[src/rtl/hw9_sdiv_pkg.sv]
// Shared types and constants for the hw9 signed-divider sequencing controller.
// State encoding, default sizing and strobe-vector bit positions live here.
package hw9_sdiv_pkg;

   typedef enum logic [2:0] {
      S_IDLE  = 3'd0,
      S_LOAD  = 3'd1,
      S_SHIFT = 3'd2,
      S_SUB   = 3'd3,
      S_CMP   = 3'd4,
      S_DONE  = 3'd5
   } state_e;

   localparam logic [2:0] ST_IDLE  = S_IDLE;
   localparam logic [2:0] ST_LOAD  = S_LOAD;
   localparam logic [2:0] ST_SHIFT = S_SHIFT;
   localparam logic [2:0] ST_SUB   = S_SUB;
   localparam logic [2:0] ST_CMP   = S_CMP;
   localparam logic [2:0] ST_DONE  = S_DONE;

   localparam int N_BITS_DEF = 4;
   localparam int CNT_W_DEF  = 4;

   localparam int STB_LOAD  = 0;
   localparam int STB_SHIFT = 1;
   localparam int STB_SUB   = 2;
   localparam int STB_CMP   = 3;
   localparam int STB_W     = 4;

endpackage

[src/rtl/hw9_sdiv_ctrl_if.sv]
// Requester/datapath-facing signal bundle of the divider sequencing controller.
// Handshake: start is a level request sampled only while idle (no back-pressure,
// no queuing); busy covers LOAD..last COMPARE; done is a one-cycle result-valid pulse.
interface hw9_sdiv_ctrl_if;
   import hw9_sdiv_pkg::*;

   logic   start;
   logic   abort;
   logic   div_zero;
   logic   Load;
   logic   Shift;
   logic   Sub;
   logic   Compare;
   logic   busy;
   logic   done;
   logic   err;
   state_e dbg_state;

   modport master (
      output start, abort, div_zero,
      input  Load, Shift, Sub, Compare, busy, done, err, dbg_state
   );

   modport slave (
      input  start, abort, div_zero,
      output Load, Shift, Sub, Compare, busy, done, err, dbg_state
   );

endinterface

[src/rtl/hw9_sdiv_itcnt.sv]
// Iteration counter for the divider controller: clear, increment and a flag
// marking the final iteration (count == N_BITS-1).
module hw9_sdiv_itcnt #(
   parameter int N_BITS = 4,
   parameter int CNT_W  = 4
) (
   input  logic clk,
   input  logic reset_n,
   input  logic clr_i,
   input  logic inc_i,
   output logic last_o
);

   logic [CNT_W-1:0] cnt_q, cnt_d;

   assign last_o = (cnt_q == CNT_W'(N_BITS - 1));

   // Saturate at the last iteration so the count never leaves 0..N_BITS-1.
   always_comb begin
      cnt_d = cnt_q;
      if (clr_i) begin
         cnt_d = '0;
      end else if (inc_i && !last_o) begin
         cnt_d = cnt_q + CNT_W'(1);
      end
   end

   always_ff @(posedge clk or negedge reset_n) begin
      if (!reset_n) begin
         cnt_q <= '0;
      end else begin
         cnt_q <= cnt_d;
      end
   end

endmodule

[src/rtl/hw9_sdiv_ctrl.sv]
// Moore sequencer driving Load/Shift/Sub/Compare through N_BITS restoring iterations.
// Optional divide-by-zero short-cut enabled by defining HW9_SDIV_DIVZERO_EN.
module hw9_sdiv_ctrl
   import hw9_sdiv_pkg::*;
#(
   parameter int N_BITS = N_BITS_DEF,
   parameter int CNT_W  = CNT_W_DEF
) (
   input  logic           clk,
   input  logic           reset_n,
   hw9_sdiv_ctrl_if.slave ctrl
);

   logic [2:0]       state_q, state_d;
   logic             cnt_clr;
   logic             cnt_inc;
   logic             cnt_last;
   logic [STB_W-1:0] stb;

`ifdef HW9_SDIV_DIVZERO_EN
   logic err_q, err_d;
`endif

   hw9_sdiv_itcnt #(
      .N_BITS (N_BITS),
      .CNT_W  (CNT_W)
   ) u_itcnt (
      .clk     (clk),
      .reset_n (reset_n),
      .clr_i   (cnt_clr),
      .inc_i   (cnt_inc),
      .last_o  (cnt_last)
   );

   always_comb begin
      state_d = state_q;
      cnt_clr = 1'b0;
      cnt_inc = 1'b0;
`ifdef HW9_SDIV_DIVZERO_EN
      err_d   = err_q;
`endif
      case (state_q)
         ST_IDLE: begin
            if (ctrl.start) begin
`ifdef HW9_SDIV_DIVZERO_EN
               if (ctrl.div_zero) begin
                  state_d = ST_DONE;
                  err_d   = 1'b1;
               end else begin
                  state_d = ST_LOAD;
                  err_d   = 1'b0;
               end
`else
               state_d = ST_LOAD;
`endif
            end
         end
         ST_LOAD: begin
            cnt_clr = 1'b1;
            state_d = ctrl.abort ? ST_IDLE : ST_SHIFT;
         end
         ST_SHIFT: state_d = ctrl.abort ? ST_IDLE : ST_SUB;
         ST_SUB:   state_d = ctrl.abort ? ST_IDLE : ST_CMP;
         ST_CMP: begin
            // Abort outranks the end-of-division check: no done pulse after a cancel.
            if (ctrl.abort) begin
               state_d = ST_IDLE;
            end else if (cnt_last) begin
               state_d = ST_DONE;
            end else begin
               cnt_inc = 1'b1;
               state_d = ST_SHIFT;
            end
         end
         ST_DONE: state_d = ST_IDLE;
         default: state_d = ST_IDLE;
      endcase
   end

   always_ff @(posedge clk or negedge reset_n) begin
      if (!reset_n) begin
         state_q <= ST_IDLE;
      end else begin
         state_q <= state_d;
      end
   end

   // Outputs decode the state register only, so reset clears them without a clock.
   always_comb begin
      stb = '0;
      case (state_q)
         ST_LOAD:  stb[STB_LOAD]  = 1'b1;
         ST_SHIFT: stb[STB_SHIFT] = 1'b1;
         ST_SUB:   stb[STB_SUB]   = 1'b1;
         ST_CMP:   stb[STB_CMP]   = 1'b1;
         default:  stb = '0;
      endcase
   end

   assign ctrl.Load      = stb[STB_LOAD];
   assign ctrl.Shift     = stb[STB_SHIFT];
   assign ctrl.Sub       = stb[STB_SUB];
   assign ctrl.Compare   = stb[STB_CMP];
   assign ctrl.busy      = |stb;
   assign ctrl.done      = (state_q == ST_DONE);
   assign ctrl.dbg_state = state_e'(state_q);

`ifdef HW9_SDIV_DIVZERO_EN
   always_ff @(posedge clk or negedge reset_n) begin
      if (!reset_n) begin
         err_q <= 1'b0;
      end else begin
         err_q <= err_d;
      end
   end

   assign ctrl.err = err_q;
`else
   logic unused_div_zero;
   assign unused_div_zero = ctrl.div_zero;
   assign ctrl.err        = 1'b0;
`endif

endmodule

[src/flat_wrapper.sv]
// flat-port wrapper written by rule: the top's interface ports become plain ports
module hw9_sdiv_ctrl_flat import hw9_sdiv_pkg::*;
#(
   parameter int N_BITS = N_BITS_DEF,
   parameter int CNT_W  = CNT_W_DEF
)
  (clk, reset_n, ctrl_start, ctrl_abort, ctrl_div_zero, ctrl_Load, ctrl_Shift, ctrl_Sub, ctrl_Compare, ctrl_busy, ctrl_done, ctrl_err, ctrl_dbg_state);
  hw9_sdiv_ctrl_if ctrl_i ();
  input  logic clk;
  input  logic reset_n;
  input wire logic [$bits(ctrl_i.start)-1:0] ctrl_start;
  input wire logic [$bits(ctrl_i.abort)-1:0] ctrl_abort;
  input wire logic [$bits(ctrl_i.div_zero)-1:0] ctrl_div_zero;
  output wire logic [$bits(ctrl_i.Load)-1:0] ctrl_Load;
  output wire logic [$bits(ctrl_i.Shift)-1:0] ctrl_Shift;
  output wire logic [$bits(ctrl_i.Sub)-1:0] ctrl_Sub;
  output wire logic [$bits(ctrl_i.Compare)-1:0] ctrl_Compare;
  output wire logic [$bits(ctrl_i.busy)-1:0] ctrl_busy;
  output wire logic [$bits(ctrl_i.done)-1:0] ctrl_done;
  output wire logic [$bits(ctrl_i.err)-1:0] ctrl_err;
  output wire logic [$bits(ctrl_i.dbg_state)-1:0] ctrl_dbg_state;
  assign ctrl_i.start = ctrl_start;
  assign ctrl_i.abort = ctrl_abort;
  assign ctrl_i.div_zero = ctrl_div_zero;
  assign ctrl_Load = ctrl_i.Load;
  assign ctrl_Shift = ctrl_i.Shift;
  assign ctrl_Sub = ctrl_i.Sub;
  assign ctrl_Compare = ctrl_i.Compare;
  assign ctrl_busy = ctrl_i.busy;
  assign ctrl_done = ctrl_i.done;
  assign ctrl_err = ctrl_i.err;
  assign ctrl_dbg_state = ctrl_i.dbg_state;
  hw9_sdiv_ctrl #(.N_BITS(N_BITS), .CNT_W(CNT_W)) u_core (.clk(clk), .reset_n(reset_n), .ctrl(ctrl_i));
endmodule
[config.mk]
export PLATFORM = sky130hd
export DESIGN_NAME = hw9_sdiv_ctrl_flat
export DESIGN_NICKNAME = d
export VERILOG_FILES = /design/src/rtl/hw9_sdiv_pkg.sv /design/src/rtl/hw9_sdiv_ctrl_if.sv /design/src/rtl/hw9_sdiv_itcnt.sv /design/src/rtl/hw9_sdiv_ctrl.sv /design/src/flat_wrapper.sv
export SDC_FILE = /design/constraint.sdc
export NUM_CORES = 1
export LEC_CHECK = 0
export ABC_AREA = 1
export CAP_MARGIN = 10
export CELL_PAD_IN_SITES_DETAIL_PLACEMENT = 1
export CELL_PAD_IN_SITES_GLOBAL_PLACEMENT = 2
export CORE_UTILIZATION = 31
export CTS_BUF_LIST = sky130_fd_sc_hd__clkbuf_4 sky130_fd_sc_hd__clkbuf_8
export CTS_CLUSTER_SIZE = 24
export DETAILED_ROUTE_END_ITERATION = 6
export DONT_BUFFER_PORTS = 1
export GPL_TIMING_DRIVEN = 0
export PLACE_DENSITY_LB_ADDON = 0.1
export RECOVER_POWER = 100
export SLEW_MARGIN = 10
export SYNTH_ARGS = -nofsm -noshare
export SYNTH_HDL_FRONTEND = slang
export SYNTH_SLANG_ARGS = --single-unit
[constraint.sdc]
create_clock -name clk -period 1.1 [get_ports clk]
set_input_delay 0 -clock clk [delete_from_list [all_inputs] [get_ports clk]]
set_output_delay 0 -clock clk [all_outputs]
set_load 0.05 [all_outputs]
# Word-level counts from Yosys, hierarchy flattened

Cells that the tools add are included.

Flip-flop bits (word level): 7
Input port bits: 5
Output and inout port bits: 10
Logic and storage cells: 31

Add/sub/neg operators: 1
Equal/unequal tests: 7
Mux-type cells: 16
Reduce and logical (&&, ||, !) cells: 5

Operator list:

| kind                                                | number |
|---|---|
| one-hot mux 3 bit (5 select lines)                  | 1 |
| 2-to-1 mux 3 bit                                    | 4 |
| 2-to-1 mux 4 bit                                    | 2 |
| 2-to-1 mux 1 bit                                    | 7 |
| equality test 3 x 2 -> 1 bit, second input constant | 2 |
| equality test 3 bit, second input constant          | 2 |
| adder 4 x 1 -> 4 bit, second input constant         | 1 |
| equality test 4 x 2 -> 1 bit, second input constant | 1 |
| 2-to-1 mux 2 bit                                    | 2 |
| OR reduction 4 bit                                  | 1 |
| equality test 3 x 1 -> 1 bit, second input constant | 1 |
| logical NOT 3 bit                                   | 1 |
| != test 2 bit, second input constant                | 1 |
| nonzero test 2 bit                                  | 1 |
| logical AND 1 bit                                   | 1 |
| logical NOT 1 bit                                   | 1 |

# Depth between registers and ports, before layout

Gate-level depths: netlist of run 1.

Word-level depth: 7
Depth in mapped cells: 6
Depth with buffers taken out: 6

# Modules after synthesis

A second synthesis of run 1 with hierarchy kept.

Cells, all modules: 59
Area, all modules: 426.7 µm²

Modules (own cells, without submodules):

| module         | times used | cells an instance | area each (µm²) | sequential area each (µm²) |
|---|---|---|---|---|
| hw9_sdiv_ctrl  | 1          | 32                | 217.7           | 75.1 |
| hw9_sdiv_itcnt | 1          | 27                | 209.0           | 100.1 |

# Least setup slack after synthesis of run 1

Ideal clock, no wire load.

Path type: flip-flop to output port
From: register u_core.state_q[0], in the netlist u_core.ctrl.dbg_state[0]
To: output port ctrl_done
Arrival time: 1.953 ns
Data required time: 1.100 ns
Slack: -0.853 ns
Cell stages (with the launch flop): 3
Buffers on the path: 0
Cell sequence: dfrtp_1 inv_2 nor3_1

Cells in the longest elaborated chain, start to end: 1

Ends and longest elaborated chain:

| item                     | line                 | source |
|---|---|---|
| start: declaration       | hw9_sdiv_ctrl.sv:14  | `logic [2:0] state_q, state_d;` |
| start signal: assignment | hw9_sdiv_ctrl.sv:84  | `state_q <= state_d;` |
| equality test 3 bit      | hw9_sdiv_ctrl.sv:105 | `assign ctrl.done = (state_q == ST_DONE);` |
| end: declaration         | flat_wrapper.sv:19   | `output wire logic [$bits(ctrl_i.done)-1:0] ctrl_done;` |

Every way passes these cells.

# Worst setup path in the final report of run 1

From: register u_core.state_q[1], in the netlist u_core.ctrl.dbg_state[1]
To: output port ctrl_busy

Cells in the longest elaborated chain, start to end: 3
Elaborated cells on any way between the ends: 9
Classes of those cells: 4 x eq/ne; 4 x mux; 1 x reduce/logical

Ends and longest elaborated chain:

| item                                                       | line                 | source |
|---|---|---|
| equality test 3 x 1 -> 1 bit, or another cell as far along | hw9_sdiv_ctrl.sv:91  | `case (state_q)` |
| 2-to-1 mux 1 bit                                           | hw9_sdiv_ctrl.sv:91  |  |
| OR reduction 4 bit (*)                                     | hw9_sdiv_ctrl.sv:104 | `assign ctrl.busy = \|stb;` |
| end: declaration                                           | flat_wrapper.sv:18   | `output wire logic [$bits(ctrl_i.busy)-1:0] ctrl_busy;` |

Every way passes the cells marked *; elsewhere a longest branch is shown, timed or not.

==> results.json, run 1 <==
{
  "worst_ep_required_time_ns": 1.10,
  "grt_pass1_wl_um": 2210,
  "fin_skew_ns": 0.000796,
  "netlist_instances": 61,
  "fin_setup_tns_ns": -5.36,
  "num_vias": 450,
  "endpoint_kind": "output port",
  "drv_slew": 0,
  "syn2layout_area_growth_pct": 39.7,
  "setup_ws_ns": -0.695,
  "fin_hold_ws_ns": 0.0411,
  "ys_ff_latch": 7,
  "drt-initial-drc-count": 8,
  "grt.total_usage_pct": 17.4,
  "grt_pass1_vias": 480,
  "ant_nets": 0,
  "drc_errors": 0,
  "seq_area_frac_synth_pct": 35.6,
  "n_antenna_cell": 0,
  "outcome": "finished with violations",
  "post_synth_num_cell_types": 21,
  "fin_nets": 80,
  "die_area_mm2": 0.00175,
  "crit_slowest_cell": "o211ai_1",
  "min-delay-path-class": "in -> reg",
  "die_w_um": 41.8,
  "p_leak_nw": 0.323,
  "synth_warnings": 0,
  "netlist_area_um2": 492,
  "numCtsBuffers": 3,
  "routed_wirelength_um": 1370,
  "die_y_um": 41.8,
  "period_share_pct": 163,
  "grt_start_max_net_pins": 8,
  "max_freq_mhz": 557,
  "setup_violations": 13,
  "clock_sinks": 7,
  "cts_tree": "done",
  "crit_path_cell_trace": "inv_4 -> nand2_4 -> o211ai_1",
  "start_kind": "flop",
  "max_stage_delay_ns": 0.81,
  "maxCapViolCount": 0,
  "drive_gt1_share_pct": 46.6,
  "violations": "negative setup slack",
  "clockRootBuffer": "clkbuf_4",
  "syn_area_per_cell_um2": 8.06,
  "viasPerCell": 5.06,
  "h-tree-depth": 1,
  "num-fill-cells": 178,
  "port_buffers": 0,
  "period_needed_ns": 1.80,
  "rsz0062_at_grt": "true",
  "routabilityCongestion": 0.652,
  "worstPathMaxFanout": 7,
  "antenna_found_initial": 0,
  "io_pins": 15,
  "start_util_pct": 33.0,
  "grt_overflow": 0,
  "relSlewSlack_pct": 31.7,
  "vdd_drop_max_mv": 2.10,
  "num_rows": 14,
  "core-area_mm2": 0.00149,
  "clock_latency_ns": 0.25,
  "p_per_area_mw_per_mm2": 2810,
  "path_clk_slew_ns": 0.05,
  "drtPass1Iterations": 3,
  "worst_ep_arrival_time_ns": 1.80,
  "avgRoutedWirePerCell_um": 15.4,
  "final_core_util_pct": 46.1,
  "cts_buffer_depth": 2,
  "syn_nets": 67,
  "hold_violations": 0,
  "crit_type": "reg -> out",
  "tightest_slew_ns": 1.02,
  "hpwlAfterDp_um": 877
}
## cell usage after synthesis (all sizes together)
library cell,instances,area (um2)
a21oi,1,8.76
buf,1,7.51
conb,1,3.75
dfrtp,7,175
ha,1,12.5
inv,10,37.5
nand2,15,63.8
nand3,14,100
nand4,1,6.26
nor2,5,45.1
nor3,2,10.0
o211ai,1,7.51
o21ai,1,5.00
xor2,1,8.76
## through the flow
| step | area, um2 | power [mW] | cells | worst slack [ns] |
|---|---|---|---|---|
| 2_1_floorplan | 527 | 1.25 | 61 | -0.458 |
| 3_3_place_gp | 547 | 1.34 | 77 | -0.509 |
| 3_5_place_dp | 547 | 1.35 | 77 | -0.508 |
| 4_1_cts | 683 | 1.91 | 89 | -0.701 |
| 5_1_grt | 687 | 2.03 | 89 | -0.746 |
| 6_report | 687 | 1.93 | 89 | -0.695 |
## worst max-delay path, delay by kind of cell (launching register included)
family / cells / cell delay [ns]
flops: 1 / 0.59
compound gates: 1 / 0.81
buf+inv: 1 / 0.10
simple gates: 1 / 0.04
## cell families after synthesis
group	count (synthesis)	synth area share, %
and+or+nand+nor	37	45.8
buffers and inverters	11	9.16
DFF	7	35.6
AOI/OAI and AO/OA	3	4.33
xor gates and xnor gates	1	1.78
adders and majority gates	1	2.54
other	1	0.763
## sequential cells by signal, indices dropped and copies added (netlist names)
name,count
u_core.ctrl.dbg_state,3
u_core.u_itcnt.cnt_q,4
## per-layer routing
metal	vias up	wire length [um]	part of all wire, %	track usage, %
met5	-	0	0	0
met4	0	30	2.2	11.6
met3	4	41	3.0	2.17
met2	9	654	48	26.3
met1	219	643	47	23.1
li1	218	-	-	-
## area by class of cell
class | count | area, um2 | share of cell area (%)
Buffer | 1 | 7.51 | 1.09
Sequential cell | 7 | 181 | 26.4
Multi-Input combinational cell | 43 | 308 | 44.8
Clock buffer | 4 | 30.0 | 4.37
Timing Repair Buffer | 8 | 80.1 | 11.7
Inverter | 10 | 60.1 | 8.74
Tap cell | 16 | 20.0 | 2.91
## timing repair
| item | CTS | global route |
|---|---|---|
| hold buffers | 3 | 0 |
| cloned | 0 | 0 |
| pin swaps | 4 | 4 |
| gates resized for setup | 8 | 3 |
| buffers inserted | 5 | 2 |
| endpoints found under the hold margin | 8 | 0 |
| setup endpoints to repair | 13 | 13 |
## power by group
part           internal (mW)  total (mW)  switching (mW)
clock network          0.163       0.262          0.0989
registers              0.319       0.578           0.259
logic                  0.357        1.09           0.732
total                  0.840        1.93            1.09
## cell usage in the layout, fill, tap and decap left out, types with 2 or more instances in the layout
master,n
clkbuf_4,4
nand2_1,14
nand3_1,7
inv_1,4
dfrtp_2,2
nand3_4,2
nand3_2,5
nor2_4,2
dfrtp_1,4
buf_4,5
clkinvlp_4,2
dlygate4sd3_1,3
## final timing paths
kind | startpoint | to | slack [ns] | cells past startpoint
setup reg to reg | u_core.ctrl.dbg_state[0] | u_core.ctrl.dbg_state[1] | -0.50 | 6
max in group asynchronous | reset_n | u_core.ctrl.dbg_state[1] | 0.72 | 1
setup / recovery | u_core.ctrl.dbg_state[1] | ctrl_busy | -0.70 | 3
min in group asynchronous | reset_n | u_core.u_itcnt.cnt_q[2] | 0.09 | 1
hold reg to reg | u_core.u_itcnt.cnt_q[1] | u_core.u_itcnt.cnt_q[1] | 0.57 | 2
hold / removal | ctrl_abort | u_core.ctrl.dbg_state[2] | 0.04 | 3
Power figures use the tool's default switching activity.
==> run 2: changes to the inputs <==
--- a/config.mk
+++ b/config.mk
@@ -15,7 +15,8 @@
 export DETAILED_ROUTE_END_ITERATION = 6
 export DONT_BUFFER_PORTS = 1
 export GPL_TIMING_DRIVEN = 0
-export PLACE_DENSITY_LB_ADDON = 0.1
+export HOLD_SLACK_MARGIN = 0.02
+export PLACE_DENSITY = 0.75
 export RECOVER_POWER = 100
 export SLEW_MARGIN = 10
 export SYNTH_ARGS = -nofsm -noshare
==> run 2 against run 1 <==
  * The flow still finishes with violations (negative setup slack)
  * Largest power group unchanged
  * Combinational power is 9% lower
  * Critical path type unchanged
  * Routed wire length is 9.9% lower
  * Die area stayed put
  * Maximum frequency hardly changed
  * Critical endpoint unchanged
  * Sequential power is 2% higher
==> results.json, run 2 (synthesized netlist as in run 1, its figures left out) <==
{
  "violations": "negative setup slack",
  "grt_pass1_vias": 472,
  "largest-register": "u_core.u_itcnt.cnt_q",
  "tightest_slew_ns": 1.04,
  "crit_type": "reg -> out",
  "avgRoutedWirePerCell_um": 14.0,
  "hold_violations": 0,
  "num_rows": 14,
  "maxCapViolCount": 0,
  "min-delay-path-class": "in -> reg",
  "endpoint_kind": "output port",
  "cts_buffer_depth": 2,
  "worst_ep_arrival_time_ns": 1.79,
  "period_share_pct": 163,
  "start_kind": "flop",
  "r2r_setup_slack_ns": -0.55,
  "outcome": "finished with violations",
  "max_freq_mhz": 557,
  "drc_errors": 0,
  "hpwlAfterDp_um": 922,
  "rr_startpoint": "u_core.ctrl.dbg_state[1]",
  "drv_slew": 0,
  "core-area_mm2": 0.00149,
  "antenna_found_initial": 0,
  "hold_path_end": "u_core.ctrl.dbg_state[1]",
  "drtPass1Iterations": 3,
  "numCtsBuffers": 3,
  "grt_overflow": 0,
  "num_vias": 436,
  "h-tree-depth": 1,
  "clockRootBuffer": "clkbuf_4",
  "port_buffers": 0,
  "final_common_cell": "nand2_1",
  "drt-initial-drc-count": 5,
  "clock_latency_ns": 0.25,
  "io_pins": 15,
  "die_area_mm2": 0.00175,
  "cts_tree": "done",
  "die_y_um": 41.8,
  "rsz0062_at_grt": "true",
  "syn2layout_area_growth_pct": 38.4,
  "viasPerCell": 4.95,
  "clock_sinks": 7,
  "placed_cells": 77,
  "routabilityCongestion": 0.653,
  "vdd_drop_max_mv": 1.83,
  "fin_nets": 79,
  "ant_nets": 0,
  "largest_reg_flops": 4,
  "p_per_area_mw_per_mm2": 2700,
  "grt_start_max_net_pins": 9,
  "p_leak_nw": 0.313,
  "path_clk_slew_ns": 0.05,
  "worst_r2r_path_depth": 8,
  "start_util_pct": 33.0,
  "final_core_util_pct": 45.7,
  "setup_violations": 13,
  "period_needed_ns": 1.79,
  "grt.total_usage_pct": 16.2,
  "worstPathMaxFanout": 7,
  "pre_cts_ws_ns": -0.523,
  "final_cells": 88,
  "drive_gt1_share_pct": 47.2,
  "hold_depth": 3,
  "n_antenna_cell": 0,
  "reg2reg_to": "u_core.u_itcnt.cnt_q[0]",
  "routed_wirelength_um": 1230,
  "final_cell_mix": "nand2_1 (13), nand3_1 (7)",
  "setup_ws_ns": -0.695,
  "relSlewSlack_pct": 30.6,
  "fin_skew_ns": 0.00179,
  "grt_pass1_wl_um": 2170,
  "worst_ep_required_time_ns": 1.10,
  "hold_start": "ctrl_abort",
  "die_w_um": 41.8
}
run 2: metrics by stage:
step                power [mW]  hold slack (ns)  setup TNS (ns)  area (um2)
floorplan                 1.25           -0.296           -2.59         527
global placement          1.34           -0.295           -3.46         547
detailed placement        1.35           -0.296           -3.65         547
CTS                       1.83           0.0491           -6.11         674
global route              1.92           0.0679           -6.68         681
finish                    1.84           0.0376           -6.00         681
run 2: power by group:
group          internal, mW  total [mW]  switching, mW
clock                 0.163       0.256         0.0928
sequential            0.329       0.588          0.259
combinational         0.293       0.994          0.701
run 2: cell type report:
| type | count | area, um2 |
|---|---|---|
| buffer | 1 | 7.51 |
| inverter | 10 | 57.6 |
| multi-input combinational | 43 | 318 |
| fill | 179 | 808 |
| tap | 16 | 20.0 |
| timing repair buffer | 7 | 63.8 |
| sequential | 7 | 184 |
| clock buffer | 4 | 30.0 |
run 2: how the worst max path moves through the flow:
stage,start,end,slack [ns],cells past startpoint
5_1_grt,u_core.ctrl.dbg_state[1],ctrl_busy,-0.75,3
2_1_floorplan,u_core.ctrl.dbg_state[1],ctrl_busy,-0.46,3
6_report,u_core.ctrl.dbg_state[1],ctrl_busy,-0.69,3
3_5_place_dp,u_core.ctrl.dbg_state[1],ctrl_busy,-0.52,3
3_3_place_gp,u_core.ctrl.dbg_state[1],ctrl_busy,-0.51,3
4_1_cts,u_core.ctrl.dbg_state[1],ctrl_busy,-0.70,3
run 2: per-layer routing:
layer | routed length [um] | vias to the layer above | global-route usage [%]
li1 | - | 218 | -
met5 | 0 | - | 0
met2 | 624 | 8 | 25.0
met1 | 561 | 210 | 22.3
met3 | 48 | 0 | 3.48
met4 | 0 | 0 | 5.81
run 2: timing repair:
action / CTS / global route
endpoints found under the setup margin: 13 / 13
hold buffers: 3 / 0
pin swaps: 7 / 6
hold endpoints to repair: 8 / 0
cloned: 0 / 0
buffers inserted: 4 / 1
resized for setup: 10 / 3
run 2: critical path, cell delays in order, from the launching register on:
cell,delay (ns)
dfrtp_4,0.59
inv_4,0.10
nand2_4,0.05
o211ai_1,0.81
